--- src/rtl/jr_pc_redirect_unit_if.sv ---
// Fetch-side bus between decode/control and the PC redirect unit.
// master drives redirect requests and stall; slave owns the PC and reports it.
interface jr_pc_redirect_unit_if;
  logic        stall;
  logic        jr_control;
  logic [31:0] jr_target;
  logic        jump;
  logic [25:0] jump_index;
  logic        branch_taken;
  logic [15:0] branch_offset;
  logic [31:0] pc;
  logic        fetch_valid;
  logic        flush;
  logic [15:0] redirect_count;
  logic        misalign_trap;

  modport master (
    output stall, jr_control, jr_target, jump, jump_index, branch_taken, branch_offset,
    input  pc, fetch_valid, flush, redirect_count, misalign_trap
  );

  modport slave (
    input  stall, jr_control, jr_target, jump, jump_index, branch_taken, branch_offset,
    output pc, fetch_valid, flush, redirect_count, misalign_trap
  );
endinterface

--- src/rtl/jr_pc_redirect_unit.sv ---
// PC owner: applies JR/jump/branch redirects and inserts fetch bubbles afterwards.
// Optional misaligned-JR trapping is enabled by defining PC_ALIGN_CHECK_EN.
module jr_pc_redirect_unit #(
  parameter logic [31:0] RESET_PC     = 32'h0000_0000,
  parameter int unsigned FLUSH_CYCLES = 1
`ifdef PC_ALIGN_CHECK_EN
  ,
  parameter logic [31:0] TRAP_VECTOR  = 32'h0000_0080
`endif
) (
  input logic clk,
  input logic reset,
  jr_pc_redirect_unit_if.slave bus
);

  typedef enum logic [0:0] {
    RUN   = 1'b0,
    FLUSH = 1'b1
  } state_t;

  localparam logic [3:0] FLUSH_INIT = 4'(FLUSH_CYCLES);

  state_t      state_r;
  logic [31:0] pc_r;
  logic [3:0]  bubble_r;
  logic [15:0] count_r;
  logic        flush_r;

  logic [31:0] pc4_s;
  logic [31:0] jtgt_s;
  logic [31:0] btgt_s;
  logic [31:0] target_s;
  logic        redirect_s;
  logic        accept_s;
  logic        trap_s;

`ifdef PC_ALIGN_CHECK_EN
  logic        trap_r;
`endif

  // Next-PC candidates and redirect selection (jr > jump > branch).
  always_comb begin
    pc4_s      = pc_r + 32'd4;
    jtgt_s     = {pc4_s[31:28], bus.jump_index, 2'b00};
    btgt_s     = pc4_s + {{14{bus.branch_offset[15]}}, bus.branch_offset, 2'b00};
    redirect_s = bus.jr_control | bus.jump | bus.branch_taken;
    trap_s     = 1'b0;
    if (bus.jr_control) begin
`ifdef PC_ALIGN_CHECK_EN
      if (bus.jr_target[1:0] != 2'b00) begin
        target_s = TRAP_VECTOR;
        trap_s   = 1'b1;
      end else begin
        target_s = bus.jr_target;
      end
`else
      target_s = bus.jr_target & 32'hFFFF_FFFC;
`endif
    end else if (bus.jump) begin
      target_s = jtgt_s;
    end else if (bus.branch_taken) begin
      target_s = btgt_s;
    end else begin
      target_s = pc4_s;
    end
    accept_s = (state_r == RUN) && !bus.stall && redirect_s;
  end

  // PC, bubble counter, redirect counter and flush pulse.
  always_ff @(posedge clk or posedge reset) begin
    if (reset) begin
      state_r  <= RUN;
      pc_r     <= RESET_PC;
      bubble_r <= 4'd0;
      count_r  <= 16'd0;
      flush_r  <= 1'b0;
    end else begin
      flush_r <= accept_s;
      case (state_r)
        RUN: begin
          if (!bus.stall) begin
            pc_r <= target_s;
            if (redirect_s) begin
              if (count_r != 16'hFFFF) begin
                count_r <= count_r + 16'd1;
              end else begin
                count_r <= count_r;
              end
              if (FLUSH_INIT != 4'd0) begin
                state_r  <= FLUSH;
                bubble_r <= FLUSH_INIT;
              end else begin
                state_r  <= RUN;
              end
            end else begin
              state_r <= RUN;
            end
          end else begin
            state_r <= RUN;
          end
        end
        FLUSH: begin
          // Wrong-path redirects are ignored; only an unstalled cycle burns a bubble.
          if (!bus.stall) begin
            if (bubble_r <= 4'd1) begin
              bubble_r <= 4'd0;
              state_r  <= RUN;
            end else begin
              bubble_r <= bubble_r - 4'd1;
            end
          end else begin
            bubble_r <= bubble_r;
          end
        end
        default: begin
          state_r  <= RUN;
          bubble_r <= 4'd0;
        end
      endcase
    end
  end

`ifdef PC_ALIGN_CHECK_EN
  // Misaligned-JR pulse, aligned with flush.
  always_ff @(posedge clk or posedge reset) begin
    if (reset) begin
      trap_r <= 1'b0;
    end else begin
      trap_r <= accept_s && trap_s;
    end
  end

  assign bus.misalign_trap = trap_r;
`else
  assign bus.misalign_trap = 1'b0;
`endif

  assign bus.pc             = pc_r;
  assign bus.fetch_valid    = (state_r == RUN);
  assign bus.flush          = flush_r;
  assign bus.redirect_count = count_r;

endmodule

--- src/flat_wrapper.sv ---
// flat-port wrapper written by rule: the top's interface ports become plain ports
module jr_pc_redirect_unit_flat 
#(
  parameter logic [31:0] RESET_PC     = 32'h0000_0000,
  parameter int unsigned FLUSH_CYCLES = 1

)
  (clk, reset, bus_stall, bus_jr_control, bus_jr_target, bus_jump, bus_jump_index, bus_branch_taken, bus_branch_offset, bus_pc, bus_fetch_valid, bus_flush, bus_redirect_count, bus_misalign_trap);
  jr_pc_redirect_unit_if bus_i ();
  input logic clk;
  input logic reset;
  input wire logic [$bits(bus_i.stall)-1:0] bus_stall;
  input wire logic [$bits(bus_i.jr_control)-1:0] bus_jr_control;
  input wire logic [$bits(bus_i.jr_target)-1:0] bus_jr_target;
  input wire logic [$bits(bus_i.jump)-1:0] bus_jump;
  input wire logic [$bits(bus_i.jump_index)-1:0] bus_jump_index;
  input wire logic [$bits(bus_i.branch_taken)-1:0] bus_branch_taken;
  input wire logic [$bits(bus_i.branch_offset)-1:0] bus_branch_offset;
  output wire logic [$bits(bus_i.pc)-1:0] bus_pc;
  output wire logic [$bits(bus_i.fetch_valid)-1:0] bus_fetch_valid;
  output wire logic [$bits(bus_i.flush)-1:0] bus_flush;
  output wire logic [$bits(bus_i.redirect_count)-1:0] bus_redirect_count;
  output wire logic [$bits(bus_i.misalign_trap)-1:0] bus_misalign_trap;
  assign bus_i.stall = bus_stall;
  assign bus_i.jr_control = bus_jr_control;
  assign bus_i.jr_target = bus_jr_target;
  assign bus_i.jump = bus_jump;
  assign bus_i.jump_index = bus_jump_index;
  assign bus_i.branch_taken = bus_branch_taken;
  assign bus_i.branch_offset = bus_branch_offset;
  assign bus_pc = bus_i.pc;
  assign bus_fetch_valid = bus_i.fetch_valid;
  assign bus_flush = bus_i.flush;
  assign bus_redirect_count = bus_i.redirect_count;
  assign bus_misalign_trap = bus_i.misalign_trap;
  jr_pc_redirect_unit #(.RESET_PC(RESET_PC), .FLUSH_CYCLES(FLUSH_CYCLES)) u_core (.clk(clk), .reset(reset), .bus(bus_i));
endmodule
--- config.mk ---
export PLATFORM = sky130hd
export DESIGN_NAME = jr_pc_redirect_unit_flat
export DESIGN_NICKNAME = d
export VERILOG_FILES = /design/src/rtl/jr_pc_redirect_unit_if.sv /design/src/rtl/jr_pc_redirect_unit.sv /design/src/flat_wrapper.sv
export SDC_FILE = /design/constraint.sdc
export NUM_CORES = 1
export LEC_CHECK = 0
export ABC_AREA = 1
export BUFFER_PORTS_ARGS = -buffer_cell sky130_fd_sc_hd__buf_2
export CAP_MARGIN = 10
export CORE_ASPECT_RATIO = 0.8
export CORE_MARGIN = 4
export CORE_UTILIZATION = 50
export CTS_CLUSTER_DIAMETER = 40
export CTS_CLUSTER_SIZE = 30
export DETAILED_ROUTE_END_ITERATION = 10
export PLACE_DENSITY = 0.85
export SYNTH_ARGS = -nofsm -noshare
export SYNTH_HDL_FRONTEND = slang
export SYNTH_SLANG_ARGS = --single-unit
--- constraint.sdc ---
create_clock -name clk -period 8.37 [get_ports clk]
set_clock_uncertainty 0.15 [all_clocks]
set_input_delay 0.837 -clock clk [delete_from_list [all_inputs] [get_ports clk]]
set_output_delay 0.837 -clock clk [all_outputs]
set_load 0.01 [all_outputs]
==> Word level (Yosys, flattened, before mapping) <==
Cells that the tools add are included.
{ "classes": {"muxes": 13, "magnitude_cmp": 1, "reduce_logical": 6, "n_bitwise": 4, "n_addsub": 4, "eq_ne": 4} }
{ "op_table": {"columns": ["cell", "count"], "rows": [
  ["$mux 32", 3],
  ["$add 32x3->32 const B", 1],
  ["$add 32x32->32", 1],
  ["$add 16x1->16 const B", 1],
  ["$mux 4", 4],
  ["$ne 16x16->1 const B", 1],
  ["$pmux 4 s2", 1],
  ["$le 4x1->1 const B", 1],
  ["$mux 1", 4],
  ["$ne 2x2->1 const B", 2],
  ["$reduce_and 4->1", 1],
  ["$sub 4x1->4 const B", 1],
  ["$reduce_and 3->1", 1],
  ["$logic_and 1x1->1", 2],
  ["$ne 2x1->1 const B", 1],
  ["$not 1->1", 2],
  ["$or 1x1->1", 2],
  ["$pmux 1 s2", 1],
  ["$reduce_and 2->1", 1],
  ["$logic_not 1->1", 1]
]} }
{ "totals": {"out_inout_bits": 51, "elab_cells": 37, "in_bits": 80, "regBits": 54} }

==> Logic depth before layout (Yosys ltp) <==
Gate-level depths: netlist of run 1.
{ "depth": {"depth_word": 5, "ltp_mapped": 25} }

==> Worst setup path after synthesis of run 1 <==
Ideal clock, no wire load.
{ "synth_path": {"kind": "register to register", "startpoint": "reg u_core.pc_r[2] (netlist: u_core.bus.pc[2])", "endpoint": "reg u_core.pc_r[22] (netlist: u_core.bus.pc[22])", "stages_incl_launch_ff": 21, "path_slack_ps": 5505, "setup_ps": 116, "synth_period_minus_slack_ps": 2865, "arrival_ps": 2599, "n_path_buf": 0, "path_cell_list": "dfrtp_1 > ha_1 > nand2_2 > nor2_4 > nand2_1 > inv_1 > nand2_1 > xor2_1 > inv_1 > ha_1 > nand2_1 > nor2_1 > inv_1 > nor2_1 > nand3b_1 > nand4_1 > nand3_1 > nand2_1 > nand2_1 > nand2_1 > nand2_1"} }
{ "synth_between": {"elab_chain_len": 5} }
{ "synth_rtl": {"columns": ["element", "line_no", "rtl"], "rows": [
  ["start: declaration", "jr_pc_redirect_unit.sv:24", "logic [31:0] pc_r;"],
  ["start signal: assignment", "jr_pc_redirect_unit.sv:82", "pc_r <= target_s;"],
  ["$add 32x3->32 *", "jr_pc_redirect_unit.sv:43", "pc4_s = pc_r + 32'd4;"],
  ["$add 32x32->32", "jr_pc_redirect_unit.sv:45", "btgt_s = pc4_s + {{14{bus.branch_offset[15]}}, bus.branch_offset, 2'b00};"],
  ["$mux 32 *", "jr_pc_redirect_unit.sv:61", "end else if (bus.branch_taken) begin"],
  ["$mux 32 *", "jr_pc_redirect_unit.sv:59", "end else if (bus.jump) begin"],
  ["$mux 32 *", "jr_pc_redirect_unit.sv:48", "if (bus.jr_control) begin"]
]} }
Every way passes the cells marked *; elsewhere a longest branch is shown, timed or not.
A chain may end at the register's enable or synchronous reset.

==> Worst setup path after layout of run 1 <==
{ "layout_path": {"startpoint": "reg u_core.pc_r[2] (netlist: u_core.bus.pc[2])", "endpoint": "reg u_core.pc_r[20] (netlist: u_core.bus.pc[20])"} }
The elaborated chain is that of the path after synthesis.

==> results of run 1 <==
## report_power, final
group | leakage (µW) | switching [µW] | internal (µW)
logic | 0.00347 | 982 | 508
registers | 0.000658 | 155 | 340
clock network | 0.0000944 | 99.7 | 173
total | 0.00423 | 1240 | 1020
## cell families (layout without fill, tap and decap cells)
family,Yosys count,after routing
AO/OA/AOI/OAI,100,100
XOR/XNOR,32,32
adder cells (fa/ha/maj),41,41
buffers and inverters,191,307
flip-flops,52,52
other,1,3
AND/OR/NAND/NOR,664,664
## how the worst min path moves through the flow
stage | from | endpoint
after CTS | u_core.bus.redirect_count[15]$_DFFE_PP0P_ | u_core.bus.redirect_count[15]$_DFFE_PP0P_
after floorplan | u_core.bubble_r[1]$_DFFE_PP0P_ | u_core.bubble_r[1]$_DFFE_PP0P_
after global placement | u_core.bus.redirect_count[15]$_DFFE_PP0P_ | u_core.bus.redirect_count[15]$_DFFE_PP0P_
after global routing | u_core.bus.redirect_count[15]$_DFFE_PP0P_ | u_core.bus.redirect_count[15]$_DFFE_PP0P_
final | u_core.bus.redirect_count[15]$_DFFE_PP0P_ | u_core.bus.redirect_count[15]$_DFFE_PP0P_
after detailed placement | u_core.bus.redirect_count[15]$_DFFE_PP0P_ | u_core.bus.redirect_count[15]$_DFFE_PP0P_
## metrics by stage
| stage | std cells | power [µW] |
|---|---|---|
| finish | 1370 | 2260 |
| CTS | 1369 | 2230 |
| global route | 1370 | 2460 |
| floorplan | 1083 | 1510 |
| global placement | 1361 | 1910 |
| detailed placement | 1361 | 1940 |
## layer usage
metal	track usage	share of wire	vias up
met2	0.444	0.44	336
met1	0.413	0.44	3248
met4	0.0705	0.022	0
met5	0	0	-
met3	0.0466	0.095	36
li1	-	-	3615
## cell usage in the layout, fill, tap and decap left out, types with 3 or more instances in the layout
cell       instances
or2_2              5
nor2_1           128
a31oi_1            6
nand3_1           74
nand4_1           17
inv_1            161
xor2_1            19
dfrtp_1           52
nor2_2             3
a21o_1             3
nand2_1          390
a21oi_1           47
inv_2              8
conb_1             3
o211ai_1           4
o21ai_1            4
o22ai_1            4
ha_1              40
buf_2            125
o221ai_1           6
clkbuf_16          5
o21ai_0           22
xnor2_1           12
nor2_4            11
nand2_2            8
nor3_1            11
## worst max-delay path, cell delays in order (launching register included)
cell     delay (ns)
dfrtp_1        0.50
ha_1           0.26
nand2_2        0.11
nor2_4         0.17
nand2_1        0.16
inv_1          0.18
nand2_1        0.09
xor2_1         0.28
inv_1          0.09
ha_1           0.36
nand2_1        0.13
nor2_1         0.35
nand2_1        0.18
inv_1          0.08
nand2_1        0.06
nand3_1        0.08
nand3_1        0.12
nand2_1        0.11
nand2_1        0.05
nand2_1        0.07
nand2_1        0.04
## sequential cells by signal, indices dropped and copies added (netlist names)
| signal | cells |
|---|---|
| u_core.bus.flush | 1 |
| u_core.bubble_r | 4 |
| u_core.state_r | 1 |
| u_core.bus.redirect_count | 16 |
| u_core.bus.pc | 30 |
## area by class of cell
class,count,area share
multi-input cells,840,0.587
clock buffers,5,0.0172
repair buffers,128,0.0906
clock inverters,3,0.00944
inverters,171,0.0884
well taps,171,0.0293
flip-flops and latches,52,0.178
==> impl_metrics.tcl, run 1 <==
set metrics [dict create \
    outcome "completed" \
    synthSimpleGateAreaFrac 0.457 \
    pre_cts_slack_ns 4.78 \
    ys_ff_latch 52 \
    clock-root-buffer "clkbuf_16" \
    rrSetupSlack_ns 4.63 \
    placed_cell_area_um2 7080 \
    final-setup-viol-count 0 \
    synth-async-reset-ratio 1.00 \
    multi_input_combinational_cell_area_um2 4280 \
    critical_path_capture_point "u_core.bus.pc[20]$_DFFE_PP0P_" \
    cts-buffers-inserted 5 \
    critical_register_to_register_path_endpoint "u_core.bus.pc[20]$_DFFE_PP0P_" \
    cts_resized 0 \
    placement.io_buffers 125 \
    power.density_nw_per_um2 310 \
    ff_latch_area_um2 1300 \
    synth_xor_xnor_area_share 0.0454 \
    violation_count_after_the_first_detailed_routing_iteration 646 \
    cts_setup_buffers 0 \
    design.die.area_um2 14500 \
    cts_htree_levels 2 \
    timing_worst_setup_path_type "reg -> reg" \
    max_freq_mhz 267 \
    synth_top_cell_by_area "nand2_1" \
    drt-pass1-iter-count 5 \
    grt_pass1_vias 6518 \
    synth_sequential_area_ratio 0.205 \
    fin_setup_tns_ns 0 \
    timing.final.crit_share 0.447 \
    synth_adder_area_share 0.0821 \
    syn_area_um2 6340 \
    critPathRequiredTime_ns 8.42 \
    num-fill-cells 1228 \
    routed_length_per_instance_um 15.3 \
    rows 36 \
    power_leakage_uw 0.00423 \
    final_worst_path_period_need_ns 3.74 \
    route.antenna.remaining_nets 0 \
    grt_start_max_net_pins 53 \
    reg2reg_depth 20 \
    finalWorstSetupSlack_ns 4.63 \
    cp-end-kind "flip-flop" \
    timing.hold.worst.class "reg -> reg" \
    worstSetupStartpointType "flip-flop" \
    data_arrival_time_of_the_worst_path_ns 3.78 \
    post-route-cell-area_um2 7290 \
    via_count 7235 \
    fraction_of_final_layout_cells_with_drive_strength_greater_than_1 0.154 \
    first_pass_grt_wire_length_um 32900 \
    drt-total-wl_um 21000 \
    cts_hold_buf 0 \
    hold_ws_ns 0.353 \
    yosysMostFrequentCell "nand2_1" \
    dominantRegCellSynth "dfrtp_1" \
    post-route-util 0.593 \
    worstSkewPairLatency_ns 0.30 \
    finalNetCount 1319 \
    synth_top_cell_area_share 0.231 \
    synth_cells 1081 \
    grt_overflow_total 0 \
    reg2reg_from "u_core.bus.pc[2]$_DFFE_PP0P_" \
    worst_ir_drop_vdd_mv 0.195 \
    place.gp.congestion 0.986 \
    finalMaxSlewViolations 0 \
    ys_top_cells_by_count "390 x nand2_1, 162 x inv_1, 128 x nor2_1" \
    yosysWarnings 0 \
    post-route-drc-count 0 \
    clock_tree.buffer_depth 2 \
    floorplan.io_pins 131 \
    worstPathMaxFanout 6 \
    dieHeight_um 109 \
    synth_cell_types 47 \
    layout-area-overhead-vs-synth_pct 15.1 \
    synthesis.area_per_instance_um2 5.86 \
    dieWidth_um 134 \
    cts_tree "done" \
    final-hold-violation-count 0 \
    synth.top_cells.by_area "nand2_1 23%, dfrtp_1 21%, inv_1 9.6%, ha_1 7.9%, nor2_1 7.6%" \
    worst_slew_pin_tran_ns 0.838 \
    clk_pin_slew_worst_paths_ns 0.07 \
    clkSinkCount 52 \
    grt_antenna_before_repair 0 \
    largest_family_of_logic_cells_by_synthesized_area "simple AND/OR/NAND/NOR gates" \
    antennaDiodeCount 0 \
    synth-compound-area-share 0.0891 \
    globalRouteTotalUtil 0.285 \
    place_hpwl_um 16700 \
    max_cap_viol_count 0 \
    floorplan.initialDensity 0.515 \
    muxShareOfSynthArea 0 \
    number_of_cells_traversed_by_the_worst_hold_path 1 \
    floorplan.core_area_um2 12300 \
    worstSetupStartpoint "u_core.bus.pc[2]$_DFFE_PP0P_" \
    synth_enable_flop_cells 0 \
    grt_setup_unrepaired "no" \
    detail_route.vias_per_cell 5.28 \
    max_slew_margin 0.441 \
]
(Power assumes the default switching activity.)
==> inputs of run 2 (changes only) <==
--- a/config.mk
+++ b/config.mk
@@ -5,16 +5,16 @@
 export SDC_FILE = /design/constraint.sdc
 export NUM_CORES = 1
 export LEC_CHECK = 0
-export ABC_AREA = 1
+export ABC_AREA = 0
 export BUFFER_PORTS_ARGS = -buffer_cell sky130_fd_sc_hd__buf_2
 export CAP_MARGIN = 10
 export CORE_ASPECT_RATIO = 0.8
 export CORE_MARGIN = 4
-export CORE_UTILIZATION = 50
+export CORE_UTILIZATION = 49
 export CTS_CLUSTER_DIAMETER = 40
 export CTS_CLUSTER_SIZE = 30
 export DETAILED_ROUTE_END_ITERATION = 10
-export PLACE_DENSITY = 0.85
+export PLACE_DENSITY = 0.89
 export SYNTH_ARGS = -nofsm -noshare
 export SYNTH_HDL_FRONTEND = slang
 export SYNTH_SLANG_ARGS = --single-unit
==> constraint.sdc (replaced) <==
create_clock -name clk -period 3 [get_ports clk]
set_clock_uncertainty 0.15 [all_clocks]
set_input_delay 0.3 -clock clk [delete_from_list [all_inputs] [get_ports clk]]
set_output_delay 0.3 -clock clk [all_outputs]
set_load 0.01 [all_outputs]
==> impl_metrics.tcl, run 2 <==
set metrics [dict create \
    critPathRequiredTime_ns 3.06 \
    cts_tree "done" \
    routed_length_per_instance_um 23.1 \
    dominantRegCellSynth "dfrtp_1" \
    dieWidth_um 121 \
    yosysWarnings 0 \
    hold_ws_ns 0.0934 \
    p_total_uw 8300 \
    clk_pin_slew_worst_paths_ns 0.09 \
    place.gp.congestion 1.05 \
    design.die.area_um2 12000 \
    synth.top_cells.by_area "dfrtp_1 26%, ha_1 9.9%, xnor2_1 7.8%, a21oi_1 6.0%, nand2_1 4.9%" \
    grt_pass1_vias 6536 \
    via_count 7063 \
    max_cap_viol_count 0 \
    floorplan.core_area_um2 9850 \
    power.density_nw_per_um2 1050 \
    fraction_of_final_layout_cells_with_drive_strength_greater_than_1 0.464 \
    outcome "finished, violations left" \
    ff_latch_area_um2 1310 \
    globalRouteTotalUtil 0.334 \
    ys_top_cells_by_count "66 x nand2_1, 63 x nor2_1, 60 x a21oi_1" \
    worstSkewPairLatency_ns 0.32 \
    max_slew_margin 0.580 \
    clock-root-buffer "clkbuf_16" \
    layout-area-overhead-vs-synth_pct 57.4 \
    floorplan.initialDensity 0.512 \
    number_of_cells_traversed_by_the_worst_hold_path 3 \
    worstPathMaxFanout 3 \
    cp-end-kind "flip-flop" \
    worst_ir_drop_vdd_mv 0.802 \
    grt_overflow_total 0 \
    grt_setup_unrepaired "yes" \
    synth-async-reset-ratio 1.00 \
    reg2reg_depth 18 \
    gate_power_share 0.775 \
    reg2reg_from "u_core.bus.pc[12]$_DFFE_PP0P_" \
    first_pass_grt_wire_length_um 32200 \
    finalNetCount 1052 \
    data_arrival_time_of_the_worst_path_ns 4.35 \
    antennaDiodeCount 0 \
    p_clk_frac 0.077 \
    grt_start_max_net_pins 41 \
    finalWorstSetupSlack_ns -1.30 \
    rows 32 \
    swShare 0.477 \
    final_worst_path_period_need_ns 4.30 \
    ys_ff_latch 52 \
    critical_register_to_register_path_endpoint "u_core.bus.pc[31]$_DFFE_PP0P_" \
    clkSinkCount 52 \
    num-fill-cells 573 \
    detail_route.vias_per_cell 6.61 \
    rrSetupSlack_ns -1.30 \
    placement.io_buffers 125 \
    floorplan.io_pins 131 \
    timing.final.crit_share 1.43 \
    power_leakage_uw 0.00383 \
    internal_power_uw 4340 \
    power_switching_uw 3960 \
    failed_checks "negative setup slack" \
    synthesis.area_per_instance_um2 7.89 \
    finalMaxSlewViolations 0 \
    critical_path_cell_list "nand3_4, nor3_4, nand4_2, buf_4, nor3_2, nand2_1, xnor2_2, ha_1, o21a_1, o21ai_2, nand2b_1, a21oi_2, nor4b_1, a311o_1, a211oi_2, xor2_1, a31oi_1, o22a_1" \
    max_freq_mhz 233 \
    cts-buffers-inserted 5 \
    synth_top_cell_area_share 0.258 \
    synth_enable_flop_cells 0 \
    cpMaxStageDelayCell "dfrtp_1" \
    final-hold-violation-count 0 \
    dieHeight_um 98.8 \
    worst_slew_pin_tran_ns 0.630 \
    hold_end "u_core.bus.pc[20]$_DFFE_PP0P_" \
    share_seq_of_total_power 0.148 \
    synth_cell_types 66 \
    drt-pass1-iter-count 10 \
    timing.hold.worst.class "in -> reg" \
    route.antenna.remaining_nets 0 \
    cts_htree_levels 2 \
    yosysMostFrequentCell "nand2_1" \
    hold_path.startpoint "bus_jr_target[20]" \
    final_cell_mix "162 x buf_4, 125 x buf_2, 62 x nand2_1" \
    largest_reg_flops 30 \
    worstSetupStartpointType "flip-flop" \
    layout_commonest_cell "buf_4" \
    post-route-drc-count 0 \
    synth_top_cell_by_area "dfrtp_1" \
    syn_area_um2 5040 \
    multi_input_combinational_cell_area_um2 4120 \
    drt-total-wl_um 24700 \
    synth_cells 639 \
    final-setup-viol-count 23 \
    violation_count_after_the_first_detailed_routing_iteration 1051 \
    synth_sequential_area_ratio 0.258 \
    place_hpwl_um 13600 \
    grt_antenna_before_repair 2 \
    cpPeakStageDelay_ns 0.42 \
    clock_tree.buffer_depth 2 \
    timing_worst_setup_path_type "reg -> reg" \
]
-- run 2: changes by cell type after synthesis, moves of 14 or more --
cell      delta
nand2_1    -324
inv_1      -136
nor2_1      -65
nand3_1     -53
xnor2_1     +33
o21ai_0     +17
clkbuf_1    +15
and3_1      +14
-- run 2: final cells by class --
cell class | instances | area share
multi-input cells | 536 | 0.519
repair buffers | 309 | 0.263
flip-flops and latches | 52 | 0.165
well taps | 136 | 0.0214
clock buffers | 5 | 0.0158
inverters | 27 | 0.0128
clock inverters | 3 | 0.00347
-- run 2: worst max-delay path by stage --
| stage | start | endpoint | slack (ns) | cells past startpoint |
|---|---|---|---|---|
| detailed placement | u_core.bus.pc[10]$_DFFE_PP0P_ | u_core.bus.pc[31]$_DFFE_PP0P_ | -0.67 | 18 |
| global placement | u_core.bus.pc[10]$_DFFE_PP0P_ | u_core.bus.pc[31]$_DFFE_PP0P_ | -0.49 | 18 |
| floorplan | u_core.bus.pc[12]$_DFFE_PP0P_ | u_core.bus.pc[31]$_DFFE_PP0P_ | -0.63 | 18 |
| CTS | u_core.bus.pc[6]$_DFFE_PP0P_ | u_core.bus.pc[31]$_DFFE_PP0P_ | -0.69 | 17 |
| global route | u_core.bus.pc[12]$_DFFE_PP0P_ | u_core.bus.pc[31]$_DFFE_PP0P_ | -1.51 | 18 |
| finish | u_core.bus.pc[12]$_DFFE_PP0P_ | u_core.bus.pc[31]$_DFFE_PP0P_ | -1.30 | 18 |
-- run 2: worst max-delay path, delay by kind of cell, from the launching register on --
family | cells | cell delay [ns]
compound gates | 7 | 1.31
xor+xnor | 2 | 0.52
fa+ha+maj | 1 | 0.31
buf+inv | 1 | 0.23
flops | 1 | 0.42
simple gates | 7 | 1.26
-- run 2: kinds of logic after synthesis --
| group | Yosys count | synth area share |
|---|---|---|
| AND/OR/NAND/NOR | 222 | 0.216 |
| AO/OA/AOI/OAI | 201 | 0.259 |
| XOR/XNOR | 61 | 0.106 |
| buffers and inverters | 53 | 0.0417 |
| flip-flops | 52 | 0.258 |
| adder cells (fa/ha/maj) | 41 | 0.103 |
| multiplexers | 8 | 0.0159 |
| other | 1 | 0.000743 |
-- run 2: what timing repair did --
item / 4_1_cts / 5_1_grt
setup endpoints to repair: 24 / 24
hold endpoints to repair: 21 / 0
gates cloned: 0 / 0
gates resized for setup: 68 / 70
pin swaps: 40 / 54
buffers inserted: 20 / 21
hold buffers: 1 / 0
-- run 2: stage by stage --
| step | TNS (ns) | instance area, µm² | std cells | setup slack, ns | utilization |
|---|---|---|---|---|---|
| finish | -18.09 | 7940 | 1068 | -1.30 | 0.806 |
| floorplan | -2.55 | 5120 | 641 | -0.634 | - |
| global route | -20.74 | 7940 | 1068 | -1.51 | 0.806 |
| detailed placement | -8.63 | 6910 | 1023 | -0.670 | 0.701 |
| CTS | -8.34 | 7490 | 1052 | -0.690 | 0.761 |
| global placement | -6.90 | 6910 | 1023 | -0.494 | 0.701 |
-- run 2: power by group through the flow --
stage	logic (µW)	clock network (µW)	registers (µW)
floorplan	2500	0	1380
global placement	4640	0	1180
detailed placement	4800	0	1190
CTS	5320	615	1190
global route	6740	659	1260
finish	6440	638	1230
-- run 2: metal layers --
layer,part of all wire,up-vias,global-route usage,routed length (µm)
li1,-,2889,-,-
met1,0.34,3164,0.414,8370
met2,0.42,715,0.545,10500
met3,0.14,291,0.0752,3420
met4,0.097,4,0.171,2390
met5,0.0011,-,0,27
==> inputs of run 3 (changes only) <==
--- a/config.mk
+++ b/config.mk
@@ -14,7 +14,7 @@
 export CTS_CLUSTER_DIAMETER = 40
 export CTS_CLUSTER_SIZE = 30
 export DETAILED_ROUTE_END_ITERATION = 10
-export PLACE_DENSITY = 0.89
+export PLACE_DENSITY = 0.82
 export SYNTH_ARGS = -nofsm -noshare
 export SYNTH_HDL_FRONTEND = slang
 export SYNTH_SLANG_ARGS = --single-unit
==> impl_metrics.tcl, run 3 (synthesized netlist as in run 2, its figures left out) <==
set metrics [dict create \
    timing.hold.worst.class "in -> reg" \
    clock_tree.buffer_depth 2 \
    antennaDiodeCount 0 \
    floorplan.core_area_um2 9850 \
    post-route-util 0.796 \
    worst_ir_drop_vdd_mv 0.901 \
    critical_register_to_register_path_endpoint "u_core.bus.pc[25]$_DFFE_PP0P_" \
    floorplan.io_pins 131 \
    placed_cell_area_um2 6850 \
    grt_start_max_net_pins 41 \
    grt_antenna_before_repair 0 \
    first_pass_grt_wire_length_um 31600 \
    finalWorstSetupSlack_ns -0.730 \
    worstSetupStartpoint "u_core.bus.pc[4]$_DFFE_PP0P_" \
    clkSinkCount 52 \
    critPathRequiredTime_ns 3.04 \
    clock-root-buffer "clkbuf_16" \
    fraction_of_final_layout_cells_with_drive_strength_greater_than_1 0.449 \
    final-hold-violation-count 0 \
    drt-total-wl_um 20800 \
    dieHeight_um 98.8 \
    failed_checks "negative setup slack" \
    via_count 6503 \
    outcome "finished, violations left" \
    timing.final.crit_share 1.24 \
    max_cap_viol_count 0 \
    critical_path_capture_point "u_core.bus.pc[25]$_DFFE_PP0P_" \
    multi_input_combinational_cell_area_um2 4140 \
    placement.io_buffers 125 \
    worst_slew_pin_tran_ns 0.699 \
    grt_setup_unrepaired "yes" \
    detail_route.vias_per_cell 6.16 \
    violation_count_after_the_first_detailed_routing_iteration 627 \
    max_slew_margin 0.533 \
    final_worst_path_period_need_ns 3.73 \
    worstPathMaxFanout 5 \
    finalMaxSlewViolations 0 \
    final-setup-viol-count 24 \
    rrSetupSlack_ns -0.73 \
    power_leakage_uw 0.00380 \
    worstSkewPairLatency_ns 0.31 \
    layout-area-overhead-vs-synth_pct 55.4 \
    reg2reg_from "u_core.bus.pc[4]$_DFFE_PP0P_" \
    rows 32 \
    layout_commonest_cell "buf_4" \
    grt_pass1_vias 6404 \
    power.density_nw_per_um2 1020 \
    place_hpwl_um 14400 \
    data_arrival_time_of_the_worst_path_ns 3.77 \
    drt-pass1-iter-count 6 \
    internal_power_uw 4330 \
    globalRouteTotalUtil 0.324 \
    cts_htree_levels 2 \
    worstSetupStartpointType "flip-flop" \
    cts_tree "done" \
    cp-end-kind "flip-flop" \
    route.antenna.remaining_nets 0 \
    post-route-cell-area_um2 7840 \
    dieWidth_um 121 \
    timing_worst_setup_path_type "reg -> reg" \
    swShare 0.459 \
    design.die.area_um2 12000 \
    p_clk_frac 0.078 \
    power_switching_uw 3670 \
    gate_power_share 0.769 \
    share_seq_of_total_power 0.153 \
    floorplan.initialDensity 0.512 \
    post-route-drc-count 0 \
    grt_overflow_total 0 \
    cts-buffers-inserted 5 \
    routed_length_per_instance_um 19.7 \
    finalNetCount 1040 \
    ff_latch_area_um2 1310 \
    largest_reg_flops 30 \
    reg2reg_depth 18 \
    clk_pin_slew_worst_paths_ns 0.08 \
    place.gp.congestion 0.954 \
    final_cell_mix "157 x buf_4, 125 x buf_2, 63 x nand2_1" \
    max_freq_mhz 268 \
    num-fill-cells 656 \
]
run 3: layout make-up:
type	instances	area share
Multi-Input combinational cell	536	0.528
Tap cell	136	0.0217
Timing Repair Buffer	297	0.251
Clock inverter	3	0.00319
Inverter	27	0.0129
Clock buffer	5	0.0160
Sequential cell	52	0.167
run 3: stage by stage:
step	total power [µW]	hold WS (ns)	setup slack, ns	TNS [ns]	cells
floorplan	3870	0.303	-0.634	-2.55	641
global placement	5820	0.282	-0.594	-6.75	1016
detailed placement	6020	0.297	-0.659	-9.12	1016
CTS	7250	0.0988	-0.593	-7.65	1040
global route	8490	0.121	-0.841	-13.03	1056
finish	8000	0.0939	-0.730	-10.14	1056
run 3: power by group through the flow:
stage | logic [µW] | registers [µW] | clock network (µW)
after floorplan | 2500 | 1380 | 0
after global placement | 4650 | 1170 | 0
after detailed placement | 4820 | 1200 | 0
after CTS | 5430 | 1200 | 624
after global routing | 6580 | 1260 | 647
final | 6160 | 1220 | 624
run 3: timing repair:
action                     in CTS  in global routing
setup endpoints to repair      24                 25
hold endpoints to repair       33                  0
resized for setup              81                 51
hold buffers                    1                  0
buffers inserted               17                 19
pin swaps                      55                 45
run 3: worst min-delay path by stage:
| stage | endpoint | slack, ns | start | cells past startpoint |
|---|---|---|---|---|
| after global placement | u_core.bus.pc[7]$_DFFE_PP0P_ | 0.28 | reset | 2 |
| after CTS | u_core.bus.pc[20]$_DFFE_PP0P_ | 0.1 | bus_jr_target[20] | 3 |
| after global routing | u_core.bus.pc[20]$_DFFE_PP0P_ | 0.12 | bus_jr_target[20] | 3 |
| after floorplan | u_core.bus.pc[6]$_DFFE_PP0P_ | 0.30 | bus_jr_target[6] | 2 |
| final | u_core.bus.pc[20]$_DFFE_PP0P_ | 0.09 | bus_jr_target[20] | 3 |
| after detailed placement | u_core.bus.pc[6]$_DFFE_PP0P_ | 0.30 | reset | 2 |
run 3: critical path, stage by stage (launching register included):
cell,delay (ns)
dfrtp_2,0.37
and4_4,0.28
nand4_1,0.16
buf_4,0.20
buf_6,0.12
nor3_4,0.15
xor2_2,0.21
ha_1,0.28
a21o_1,0.20
a21oi_2,0.14
nor2_1,0.06
nor2_2,0.16
buf_4,0.15
inv_2,0.02
a41o_1,0.23
a21o_1,0.19
a21oi_2,0.17
xnor2_2,0.08
a221o_1,0.31
run 3: layer usage:
| layer | share of wire | vias up | routed length [µm] | global-route usage |
|---|---|---|---|---|
| met5 | 0 | - | 0 | 0 |
| met4 | 0.044 | 0 | 917 | 0.117 |
| met3 | 0.11 | 101 | 2190 | 0.0516 |
| met2 | 0.47 | 469 | 9750 | 0.543 |
| met1 | 0.38 | 3065 | 7910 | 0.425 |
| li1 | - | 2868 | - | - |
